--- config.mk ---
export PLATFORM = sky130hd
export DESIGN_NAME = deser8_way
export DESIGN_NICKNAME = d
export VERILOG_FILES = /design/src/rtl/deser8_way.sv
export SDC_FILE = /design/constraint.sdc
export NUM_CORES = 1
export LEC_CHECK = 0
export CELL_PAD_IN_SITES_DETAIL_PLACEMENT = 1
export CELL_PAD_IN_SITES_GLOBAL_PLACEMENT = 2
export CORE_UTILIZATION = 36
export DETAILED_ROUTE_END_ITERATION = 6
export GPL_ROUTABILITY_DRIVEN = 0
export PLACE_DENSITY = 0.87
export SETUP_SLACK_MARGIN = 0.15
export SYNTH_ARGS = -nofsm -noshare
export SYNTH_HDL_FRONTEND = slang
export SYNTH_SLANG_ARGS = --single-unit
--- constraint.sdc ---
create_clock -name clk -period 3.4 [get_ports clk]
set_input_delay 0.34 -clock clk [delete_from_list [all_inputs] [get_ports clk]]
set_output_delay 0.34 -clock clk [all_outputs]
set_load 0.005 [all_outputs]
--- src/rtl/deser8_way.sv ---
// deser8_way: collects eight serial bits (LSB first) into a byte with a one-word output holding register.
// Optional DESER8_ANY_EN adds a registered `any` output (OR of the held word).
module deser8_way (
  input  logic       clk,
  input  logic       reset,
  input  logic       in,
  input  logic       in_valid,
  output logic       in_ready,
  output logic [7:0] out,
  output logic       out_valid,
  input  logic       out_ready
`ifdef DESER8_ANY_EN
  ,
  output logic       any
`endif
);

`ifdef DESER8_ANY_EN
  function automatic logic or_reduce8(input logic [7:0] w);
    return |w;
  endfunction
`endif

  // Only bits 0..6 need storage: the 8th bit goes straight into the output word.
  logic [6:0] sr_r, sr_nxt_s;
  logic [2:0] cnt_r, cnt_nxt_s;
  logic [7:0] out_r, out_nxt_s;
  logic       ov_r, ov_nxt_s;
  logic       last_s, accept_s, consume_s, load_s;
  logic [7:0] word_s;

  assign last_s    = (cnt_r == 3'd7);
  assign in_ready  = !(last_s && ov_r && !out_ready);
  assign accept_s  = in_valid && in_ready;
  assign consume_s = ov_r && out_ready;
  assign load_s    = accept_s && last_s;
  assign word_s    = {in, sr_r};

  assign out       = out_r;
  assign out_valid = ov_r;

  // Next-state for the assembly register, bit counter and holding register.
  always_comb begin
    sr_nxt_s  = sr_r;
    cnt_nxt_s = cnt_r;
    out_nxt_s = out_r;
    ov_nxt_s  = ov_r;
    if (accept_s) begin
      if (last_s) begin
        cnt_nxt_s = 3'd0;
      end else begin
        sr_nxt_s[cnt_r] = in;
        cnt_nxt_s       = cnt_r + 3'd1;
      end
    end else begin
      cnt_nxt_s = cnt_r;
    end
    // A load wins over a consume so a back-to-back word never bubbles.
    if (load_s) begin
      out_nxt_s = word_s;
      ov_nxt_s  = 1'b1;
    end else if (consume_s) begin
      ov_nxt_s = 1'b0;
    end else begin
      ov_nxt_s = ov_r;
    end
  end

  // State registers, cleared asynchronously.
  always_ff @(posedge clk or posedge reset) begin
    if (reset) begin
      sr_r  <= 7'h00;
      cnt_r <= 3'd0;
      out_r <= 8'h00;
      ov_r  <= 1'b0;
    end else begin
      sr_r  <= sr_nxt_s;
      cnt_r <= cnt_nxt_s;
      out_r <= out_nxt_s;
      ov_r  <= ov_nxt_s;
    end
  end

`ifdef DESER8_ANY_EN
  logic any_r;
  assign any = any_r;

  // Registered OR of the word, updated only when a new word loads.
  always_ff @(posedge clk or posedge reset) begin
    if (reset) begin
      any_r <= 1'b0;
    end else if (load_s) begin
      any_r <= or_reduce8(word_s);
    end else begin
      any_r <= any_r;
    end
  end
`endif

endmodule
==> flow_metrics.env <==
export IMPL_start_kind="flop"
export IMPL_h_tree_depth=1
export IMPL_antenna_found_initial=0
export IMPL_finalHoldViolations=0
export IMPL_grt_max_degree=20
export IMPL_clk_pin_slew_ns=0.10
export IMPL_maxCapViolCount=0
export IMPL_run_status="finished clean"
export IMPL_synth_compound_area_share_pct=1.072
export IMPL_final_setup_viol_count=0
export IMPL_dieWidth_microns=49.64
export IMPL_core_sq_um=2042
export IMPL_numCtsBuffers=3
export IMPL_r2r_start="cnt_r[1]"
export IMPL_ys_warn_count=0
export IMPL_place_inst=97
export IMPL_cp_max_fo=9
export IMPL_initial_core_util_pct=40.01
export IMPL_rsz0062_at_grt="false"
export IMPL_vias=487
export IMPL_place_area_sq_um=983.4
export IMPL_worstMarginPinSlew_ns=0.7582
export IMPL_cp_arrival_ns=1.87
export IMPL_netlist_instances=57
export IMPL_wire_per_inst_microns=13.16
export IMPL_yosysSeqAreaShare_pct=58.19
export IMPL_power_per_cell_area_nw_per_um2=804.8
export IMPL_min_period_ns=2.214
export IMPL_regToRegSetupSlack_ns=1.22
export IMPL_synth_fa_ha_area_share_pct=3.063
export IMPL_hp_class="in2async"
export IMPL_worstSkewPairLatency_ns=0.29
export IMPL_cpPeakStageDelay_ns=0.51
export IMPL_cts_hold_buf=0
export IMPL_netlist_area_sq_um=817.0
export IMPL_hold_ws_ns=0.4549
export IMPL_cpMaxStageDelayCell="clkdlybuf4s50_1"
export IMPL_fmax_mhz=451.6
export IMPL_drc=0
export IMPL_die_area_sq_um=2464
export IMPL_post_cts_resized=0
export IMPL_skew_ns=0.002769
export IMPL_ios=15
export IMPL_post_cts_buffers=0
export IMPL_clk_path_buf_depth=2
export IMPL_cts_sinks=19
export IMPL_io_buffers=14
export IMPL_design_area_sq_um=1010
export IMPL_period_share_pct=65.12
export IMPL_die_h_microns=49.64
export IMPL_synthSimpleGateAreaFrac_pct=12.86
export IMPL_critPathBufInv=1
export IMPL_path_class="reg2out"
export IMPL_worstPathRequired_ns=3.06
export IMPL_cts_root_buf="clkbuf_4"
export IMPL_synth_seq_cells=19
export IMPL_n_antenna_cell=0
export IMPL_ir_drop_mv=0.3634
export IMPL_tns_ns=0
export IMPL_grt_pass1_wl_microns=2366
export IMPL_routed_via_density=4.822
export IMPL_final_cells=101
export IMPL_grtUsageTotal_pct=13.21
export IMPL_endpoint_kind="output pin"
export IMPL_synthDistinctLibCells=16
export IMPL_mappedNetlistNets=64
export IMPL_syn2layout_area_growth_pct=23.58
export IMPL_slew_headroom_pct=49.35
export IMPL_dr_pass1_iters=2
export IMPL_crit_family="buffers and inverters"
export IMPL_layout_cells_most_common_list="19 x dfrtp_1, 16 x mux2_2, 14 x clkdlybuf4s50_1, 4 x nand3b_1, 4 x nand2_1"
export IMPL_worstPathCellList="ha_1 > ha_1 > nand3b_1 > clkdlybuf4s50_1"
export IMPL_wl_microns=1329
export IMPL_final_max_slew_violation_count=0
export IMPL_reg2reg_depth=5
export IMPL_layout_commonest_cell="dfrtp_1"
export IMPL_first_iter_violations=3
export IMPL_drive_gt1_share_pct=28.38
export IMPL_grt_overflow_total=0
export IMPL_crit_path_frequent_cell="ha_1"
export IMPL_r2r_end="out[0]"
export IMPL_synth_top_family_by_area="multiplexers"
export IMPL_nets=82
export IMPL_synth_xor_area_share_pct=0
export IMPL_grt_pass1_vias=514
export IMPL_cts_tree="done"
export IMPL_p_leak_nw=0.4309
export IMPL_syn_area_per_cell_sq_um=14.33
export IMPL_synthMuxAreaShare_pct=23.43
export IMPL_drtAntennaViolNets=0
export IMPL_dp_hpwl_microns=964.9
export IMPL_num_rows=16
[state kept, by name (all words and copies together), names as in the netlist]
name / count
cnt_r: 3
sr_r: 7
out: 8
out_valid: 1
[routing by layer]
metal | vias up | wire, microns | share of wire (%) | GRT usage (%)
li1 | 238 | - | - | -
met5 | - | 0 | 0 | 0
met3 | 0 | 25 | 1.9 | 2.778
met1 | 241 | 649 | 49 | 17.96
met2 | 8 | 654 | 49 | 20.27
met4 | 0 | 0 | 0 | 5.714
[stage by stage]
stage | utilization [%] | total power [mW] | setup WS (ns)
6_report | 49.45 | 0.8126 | 1.186
3_5_place_dp | 48.16 | 0.7117 | 1.204
5_1_grt | 49.45 | 0.8811 | 1.033
3_3_place_gp | 48.16 | 0.7005 | 1.300
4_1_cts | 49.45 | 0.8296 | 1.164
2_1_floorplan | - | 0.5715 | 1.680
[cells in the mapped netlist]
cell	count	area, sq um
a21o_2	1	8.760
buf_4	1	7.510
dfrtp_1	19	475.5
ha_1	2	25.02
inv_1	1	3.750
mux2_1	1	11.26
mux2_2	16	180.2
nand2_1	4	15.01
nand2b_1	1	6.260
nand3_1	1	5.000
nand3b_1	4	30.03
nor2_1	1	3.750
nor2b_1	1	6.260
nor3_1	1	5.000
nor3b_1	2	15.01
nor3b_4	1	18.77
[how the worst max path moves through the flow]
stage,start,to,slack [ns],cells past startpoint
global placement,out_ready,out[1],1.30,4
detailed placement,cnt_r[1],out[0],1.20,5
global route,cnt_r[1],out[7],1.03,5
finish,cnt_r[1],in_ready,1.19,4
floorplan,cnt_r[1],sr_r[5],1.68,5
CTS,cnt_r[1],in_ready,1.16,4
[final cells by class]
cell class | instances | area (sq um)
Inverter | 1 | 3.754
Tap cell | 27 | 33.78
Multi-Input combinational cell | 36 | 330.3
Fill cell | 219 | 1032
Timing Repair Buffer | 14 | 140.1
Clock buffer | 4 | 26.28
Sequential cell | 19 | 475.5
[power by group]
group          internal (mW)  switching [mW]
sequential             0.332          0.0755
clock                 0.0456          0.0650
combinational          0.204          0.0906
total                  0.582           0.231
[cell families (layout without fill, tap and decap cells)]
logic type	count (synthesis)	count (layout)
compound gates	1	1
fa+ha+maj	2	2
buf+inv	2	19
flops	19	19
mux	17	17
simple gates	16	16
No activity file was read; power rests on OpenSTA's default activity.
